### src/rtl/goboard_hex_pager_if.sv
// Display-pager bus: debug word/strobe, button and auto-mode inputs, nibble and LED outputs.
interface goboard_hex_pager_if;
   logic [31:0] word_i;
   logic        load_i;
   logic        btn_i;
   logic        auto_i;
   logic [3:0]  hi_nib_o;
   logic [3:0]  lo_nib_o;
   logic [3:0]  led_o;

   modport master (
      output word_i, load_i, btn_i, auto_i,
      input  hi_nib_o, lo_nib_o, led_o
   );

   modport slave (
      input  word_i, load_i, btn_i, auto_i,
      output hi_nib_o, lo_nib_o, led_o
   );
endinterface

### src/rtl/goboard_hex_pager.sv
// Pages a snapshotted 32-bit debug word onto two hex digits, one byte per page,
// advancing on a debounced button press or an optional free-running timer.
module goboard_hex_pager #(
   parameter int unsigned PAGE_CYCLES     = 12_000_000,
   parameter int unsigned DEBOUNCE_CYCLES = 120_000
) (
   input logic                clk,
   input logic                rst_n,
   goboard_hex_pager_if.slave bus
);

   localparam int unsigned    PGW     = $clog2(PAGE_CYCLES);
   localparam int unsigned    DBW     = $clog2(DEBOUNCE_CYCLES + 1);
   localparam logic [PGW-1:0] PG_LAST = PGW'(PAGE_CYCLES - 1);
   localparam logic [DBW-1:0] DB_MAX  = DBW'(DEBOUNCE_CYCLES);

   typedef enum logic [1:0] {IDLE_LO, WAIT_HI, IDLE_HI, WAIT_LO} db_state_t;

   logic [1:0]     r_sync;
   logic           w_btn_s;
   db_state_t      r_state, w_state_nxt;
   logic [DBW-1:0] r_db_cnt, w_db_cnt_nxt;
   logic           w_press;
   logic [31:0]    r_snap;
   logic [1:0]     r_page;
   logic [PGW-1:0] r_pg_cnt;
   logic           w_tick;
   logic [7:0]     w_byte;
   logic [3:0]     r_hi, r_lo, r_led;

   always_ff @(posedge clk or negedge rst_n) begin
      if (!rst_n) r_sync <= '0;
      else        r_sync <= {r_sync[0], bus.btn_i};
   end
   assign w_btn_s = r_sync[1];

   always_ff @(posedge clk or negedge rst_n) begin
      if (!rst_n) begin
         r_state  <= IDLE_LO;
         r_db_cnt <= '0;
      end else begin
         r_state  <= w_state_nxt;
         r_db_cnt <= w_db_cnt_nxt;
      end
   end

   // press is Mealy: it fires in the cycle the count completes, so the page moves on that edge
   always_comb begin
      w_state_nxt  = r_state;
      w_db_cnt_nxt = r_db_cnt;
      w_press      = 1'b0;
      case (r_state)
         IDLE_LO: if (w_btn_s) begin
            w_state_nxt  = WAIT_HI;
            w_db_cnt_nxt = DBW'(1);
         end
         WAIT_HI: if (!w_btn_s) begin
            w_state_nxt  = IDLE_LO;
            w_db_cnt_nxt = '0;
         end else if (r_db_cnt == DB_MAX) begin
            w_state_nxt  = IDLE_HI;
            w_db_cnt_nxt = '0;
            w_press      = 1'b1;
         end else begin
            w_db_cnt_nxt = r_db_cnt + 1'b1;
         end
         IDLE_HI: if (!w_btn_s) begin
            w_state_nxt  = WAIT_LO;
            w_db_cnt_nxt = DBW'(1);
         end
         WAIT_LO: if (w_btn_s) begin
            w_state_nxt  = IDLE_HI;
            w_db_cnt_nxt = '0;
         end else if (r_db_cnt == DB_MAX) begin
            w_state_nxt  = IDLE_LO;
            w_db_cnt_nxt = '0;
         end else begin
            w_db_cnt_nxt = r_db_cnt + 1'b1;
         end
         default: begin
            w_state_nxt  = IDLE_LO;
            w_db_cnt_nxt = '0;
         end
      endcase
   end

   assign w_tick = bus.auto_i && (r_pg_cnt == PG_LAST);

   // load beats press beats tick; a press also restarts the page timer
   always_ff @(posedge clk or negedge rst_n) begin
      if (!rst_n) begin
         r_snap   <= '0;
         r_page   <= '0;
         r_pg_cnt <= '0;
      end else if (bus.load_i) begin
         r_snap   <= bus.word_i;
         r_page   <= '0;
         r_pg_cnt <= '0;
      end else if (w_press || w_tick) begin
         r_page   <= r_page + 2'd1;
         r_pg_cnt <= '0;
      end else if (bus.auto_i) begin
         r_pg_cnt <= r_pg_cnt + 1'b1;
      end else begin
         r_pg_cnt <= '0;
      end
   end

   always_comb begin
      w_byte = '0;
      case (r_page)
         2'd0: w_byte = r_snap[31:24];
         2'd1: w_byte = r_snap[23:16];
         2'd2: w_byte = r_snap[15:8];
         2'd3: w_byte = r_snap[7:0];
         default: w_byte = '0;
      endcase
   end

   always_ff @(posedge clk or negedge rst_n) begin
      if (!rst_n) begin
         r_hi  <= '0;
         r_lo  <= '0;
         r_led <= 4'b0001;
      end else begin
         r_hi  <= w_byte[7:4];
         r_lo  <= w_byte[3:0];
         r_led <= 4'b0001 << r_page;
      end
   end

   assign bus.hi_nib_o = r_hi;
   assign bus.lo_nib_o = r_lo;
   assign bus.led_o    = r_led;

endmodule

### src/flat_wrapper.sv
// flat-port wrapper written by rule: the top's interface ports become plain ports
module goboard_hex_pager_flat 
#(
   parameter int unsigned PAGE_CYCLES     = 12_000_000,
   parameter int unsigned DEBOUNCE_CYCLES = 120_000
)
  (clk, rst_n, bus_word_i, bus_load_i, bus_btn_i, bus_auto_i, bus_hi_nib_o, bus_lo_nib_o, bus_led_o);
  goboard_hex_pager_if bus_i ();
  input logic clk;
  input logic rst_n;
  input wire logic [$bits(bus_i.word_i)-1:0] bus_word_i;
  input wire logic [$bits(bus_i.load_i)-1:0] bus_load_i;
  input wire logic [$bits(bus_i.btn_i)-1:0] bus_btn_i;
  input wire logic [$bits(bus_i.auto_i)-1:0] bus_auto_i;
  output wire logic [$bits(bus_i.hi_nib_o)-1:0] bus_hi_nib_o;
  output wire logic [$bits(bus_i.lo_nib_o)-1:0] bus_lo_nib_o;
  output wire logic [$bits(bus_i.led_o)-1:0] bus_led_o;
  assign bus_i.word_i = bus_word_i;
  assign bus_i.load_i = bus_load_i;
  assign bus_i.btn_i = bus_btn_i;
  assign bus_i.auto_i = bus_auto_i;
  assign bus_hi_nib_o = bus_i.hi_nib_o;
  assign bus_lo_nib_o = bus_i.lo_nib_o;
  assign bus_led_o = bus_i.led_o;
  goboard_hex_pager #(.PAGE_CYCLES(PAGE_CYCLES), .DEBOUNCE_CYCLES(DEBOUNCE_CYCLES)) u_core (.clk(clk), .rst_n(rst_n), .bus(bus_i));
endmodule
### config.mk
export PLATFORM = sky130hd
export DESIGN_NAME = goboard_hex_pager_flat
export DESIGN_NICKNAME = d
export VERILOG_FILES = /design/src/rtl/goboard_hex_pager_if.sv /design/src/rtl/goboard_hex_pager.sv /design/src/flat_wrapper.sv
export SDC_FILE = /design/constraint.sdc
export NUM_CORES = 1
export LEC_CHECK = 0
export CORE_MARGIN = 5
export CORE_UTILIZATION = 30
export DETAILED_ROUTE_END_ITERATION = 10
export PLACE_DENSITY = 0.44
export SYNTH_ARGS = -nofsm -noshare
export SYNTH_HDL_FRONTEND = slang
export SYNTH_SLANG_ARGS = --single-unit
### constraint.sdc
create_clock -name clk -period 2.68 [get_ports clk]
set_input_delay 0.536 -clock clk [delete_from_list [all_inputs] [get_ports clk]]
set_output_delay 0.536 -clock clk [all_outputs]
set_load 0.05 [all_outputs]
# Word level (Yosys, flattened, before mapping)
# Index checks and enable logic that the tools add are counted.
# totals
reg_bits	91
in_bits	37
out_inout_bits	12
# classes
add_sub_neg	3
n_eq_ne	12
shift	1
mux	22
reduce_logical	7
# op_table
cell	count
$mux 17	5
$mux 24	3
$pmux 17 s4	1
$pmux 8 s4	1
$add 24x1->24 const B	1
$eq 24x24->1 const B	1
$add 17x1->17 const B	1
$eq 17x17->1 const B	1
$mux 2	8
$eq 2x2->1 const B	4
$pmux 2 s4	1
$eq 2x1->1 const B	2
$logic_not 2->1	2
$reduce_and 4->1	1
$shl 1x2->4 const A	1
$mux 1	3
$ne 3x1->1 const B	1
$ne 3x3->1 const B	1
$add 2x1->2 const B	1
$ne 2x1->1 const B	1
$ne 2x2->1 const B	1
$reduce_and 2->1	1
$reduce_bool 2->1	1
$logic_and 1x1->1	1
$logic_or 1x1->1	1

# Longest topological paths before layout
# logic_depth
ltp_word	7
depth_mapped	8
ltp_nobuf	7

# Least setup slack after synthesis
# Ideal clock, no wire load.
# synth_timing
path_kind	reg2reg
start	register u_core.r_pg_cnt[0]
end	register u_core.r_pg_cnt[14]
setup_time_ns	0.119
arrival_time_ns	1.782
setup_slack_ns	0.779
path_stages_with_launch	8
n_path_buf	1
synth_period_minus_slack_ns	1.901
cell_sequence	dfrtp_1 > ha_1 > nand3_1 > or3_1 > o32a_1 > nand3b_4 > buf_4 > nor2_1
# synth_via
elab_chain_cells	5
# synth_rtl
element	line_no	source
start: declaration	goboard_hex_pager.sv:26	logic [PGW-1:0] r_pg_cnt;
start signal: assignment	goboard_hex_pager.sv:103	r_pg_cnt <= r_pg_cnt + 1'b1;
branches (longest 3 deep; another with $add 24x1->24)	-	
$mux 24 *	goboard_hex_pager.sv:99	end else if (w_press || w_tick) begin
$mux 24 *	goboard_hex_pager.sv:95	end else if (bus.load_i) begin
# Mark *: on every way between the ends.
# A chain may end at the register's enable or synchronous reset.

# Final worst setup path
# layout_timing
start	register u_core.r_led[0], in the netlist u_core.bus.led_o[0]
end	output port bus_led_o[0]
# layout_lines
element	line_no	source
start: declaration	goboard_hex_pager.sv:29	logic [3:0] r_hi, r_lo, r_led;
start signal: assignment	goboard_hex_pager.sv:128	r_led <= 4'b0001 << r_page;
end: declaration	flat_wrapper.sv:17	output wire logic [$bits(bus_i.led_o)-1:0] bus_led_o;
# No word-level cell between the ends.

==> out/metrics.cfg <==
[sta]
relSlewSlack_pct = 56.18
finalHoldViolCount = 0
period_needed_ns = 2.195
setup_viol = 0
clock.fmax_mhz = 455.7
skew_ns = 0.006746
drv_slew = 0
fin_crit_sh_pct = 81.89
tightest_slew_ns = 0.6523
grt_setup_unrepaired = false
fin_tns_setup_ns = 0

[grt]
grt_max_degree = 43
grt_pass1_vias = 3029
grt_overflow = 0
grtUsageTotal_pct = 12.24
grt_pass1_wl_um = 15610
grt_antenna_before_repair = 0

[detailed_routing]
wl_per_cell_um = 15.12
route.vias.total = 2923
dr.pass1.iters = 4
ant_nets = 0
totalWireLength_um = 9145
viasPerCell = 4.831
drtIter0Drc = 133
drc = 0

[critical_path]
cp.buffers_inverters = 1
r2r_start = u_core.r_db_cnt[8]
endpoint_kind = output port
crit_path_max_incr_delay_ns = 0.80
worst-setup-path-type = reg -> out
cp_top_family = buffers and inverters
cp_data_required_time_ns = 2.14
crit_path_cell_trace = clkdlybuf4s50_1
crit_path_start_kind = flip-flop
arrival_ns = 1.66
cp_slowest_cell = clkdlybuf4s50_1
crit_fanout = 1
startpoint = u_core.bus.led_o[0]

[clock_tree]
ctsHoldBuffers = 0
clk_pin_slew_ns = 0.06
numCtsBuffers = 9
ctsRootBufferMaster = clkbuf_16
clk_latency_ns = 0.34
cts_tree = done
clkSinkCount = 91
postCtsSetupRepairBufs = 0
cts_buffer_depth = 2
h-tree-depth = 3
ctsResizeCount = 0

[pwr]
irDropWorstVdd_uv = 347.4
power_leakage_nw = 2.161
powerDensity_nw_per_um2 = 589.8

[logic_synthesis]
synth.top_cell.area_share_pct = 54.69
netlist_area_um2 = 4118
synthFlopType = dfrtp_1
synth.avg_cell_area_um2 = 10.98
netlist_instances = 375
yosysWarnings = 0
yosys.area.top_type = dfrtp_1
synth_area_leaders = dfrtp_1 55%, mux2_2 6.8%, nor2_1 3.1%, nand3_1 2.8%, xnor2_1 2.8%
seq_area_frac_synth_pct = 55.33
synth_nets = 419
ys_seq_elements = 91
synth_edf_count = 0
ys_types = 42
async_flop_share_pct = 100.0

[floorplan]
coreArea_um2 = 13350
io_pins = 49
die_h_um = 127.2
die_w_um = 127.2
start_util_pct = 30.85
dieArea_um2 = 16170
rows = 42

[cells_and_area]
antenna_cells = 0
fillerInstances = 1356
multi_input_area_um2 = 1702
drive_above_1_share_pct = 12.35
layout_commonest_cell = dfrtp_1
finish.instance_area_um2 = 5096
layout_common_cells = 90 x dfrtp_1, 46 x clkdlybuf4s50_1, 34 x nor2_1
fin_nets = 469
seq_area_um2 = 2278
area_growth_pct = 23.76

[place]
dp_hpwl_um = 6339
place_area_um2 = 4806
gp_congestion = 0.7662
numPortBuffers = 48

[min_path]
hold_class = in -> async

[status]
outcome = finished, final reports clean

[run]
drv_cap = 0

==> Yosys cell counts, drive strengths merged, types with 2 or more instances <==
cell type	n
nand2	29
ha	7
inv	18
a21oi	7
and3	5
clkbuf	13
dfrtp	90
o21a	2
mux2	25
o21ai	20
a222oi	8
nor4	8
a21o	2
xnor2	13
mux2i	10
nor4b	2
xor2	13
or3	6
nand4	11
and2	3
nand3	23
and4	3
nor3	5
nor2b	2
buf	3
nor2	34
==> worst reg2reg max path, delay by kind of cell (launching register included) <==
kind             cells  cell delay [ns]
AND/OR/NAND/NOR      3             1.04
AO/OA/AOI/OAI        2             0.62
flip-flops           1             0.40
==> metal layers <==
layer	vias to the layer above	track usage, %	share of wire (%)
met1	1430	16.52	48
met2	65	18.09	46
li1	1420	-	-
met5	-	0	0
met3	8	4.382	5.4
met4	0	4.543	1.2
==> logic make-up (layout without fill, tap and decap cells) <==
logic type | count (synthesis) | count (layout) | synth area share [%]
compound gates | 45 | 45 | 7.262
xor+xnor | 26 | 26 | 5.530
fa+ha+maj | 7 | 7 | 2.127
buf+inv | 34 | 88 | 3.342
flops | 91 | 91 | 55.33
mux | 35 | 35 | 9.268
simple gates | 137 | 137 | 17.14
==> path summary, 6_finish.rpt <==
check	end	slack [ns]	cells past startpoint
setup reg to reg	u_core.r_db_cnt[12]	0.53	5
max in group asynchronous	u_core.bus.led_o[0]	1.85	2
setup / recovery	bus_led_o[0]	0.49	1
hold reg to reg	u_core.r_sync[1]	0.35	0
hold / removal	u_core.r_db_cnt[11]	0.12	1
min in group clk	u_core.r_sync[1]	0.35	0
==> through the flow <==
| stage | setup WS [ns] | hold slack [ns] | total power (W) | instances | utilization (%) |
|---|---|---|---|---|---|
| after floorplan | 0.7789 | 0.2404 | 0.001634 | 375 | - |
| after global placement | 0.2766 | 0.3358 | 0.001772 | 590 | 36.00 |
| after detailed placement | 0.2483 | 0.3395 | 0.001776 | 590 | 36.00 |
| after CTS | 0.4570 | 0.1083 | 0.003066 | 605 | 38.18 |
| after global routing | 0.3122 | 0.1281 | 0.003154 | 605 | 38.18 |
| final | 0.4854 | 0.1166 | 0.003006 | 605 | 38.18 |
==> power breakdown <==
group	switching [W]	internal, W
clock network	0.000537	0.000725
logic	0.000144	0.000127
registers	0.0000341	0.00144
==> flip-flops by register name, summed over array words and instances, names as in the netlist, named ones only <==
register             cells
u_core.r_page            2
u_core.bus.hi_nib_o      4
u_core.r_sync            2
u_core.r_snap           32
u_core.r_pg_cnt         24
u_core.bus.lo_nib_o      4
u_core.r_state           1
u_core.bus.led_o         4
u_core.r_db_cnt         17
==> final cells by class <==
class                      count  area share [%]
timing repair buffer          55           10.56
clock buffer                  10           4.493
clock inverter                 5           1.203
multi-input combinational    250           33.39
inverter                      18           1.326
tap                          176           4.321
sequential                    91           44.71
Note: power is estimated with default switching activity, not from simulation.
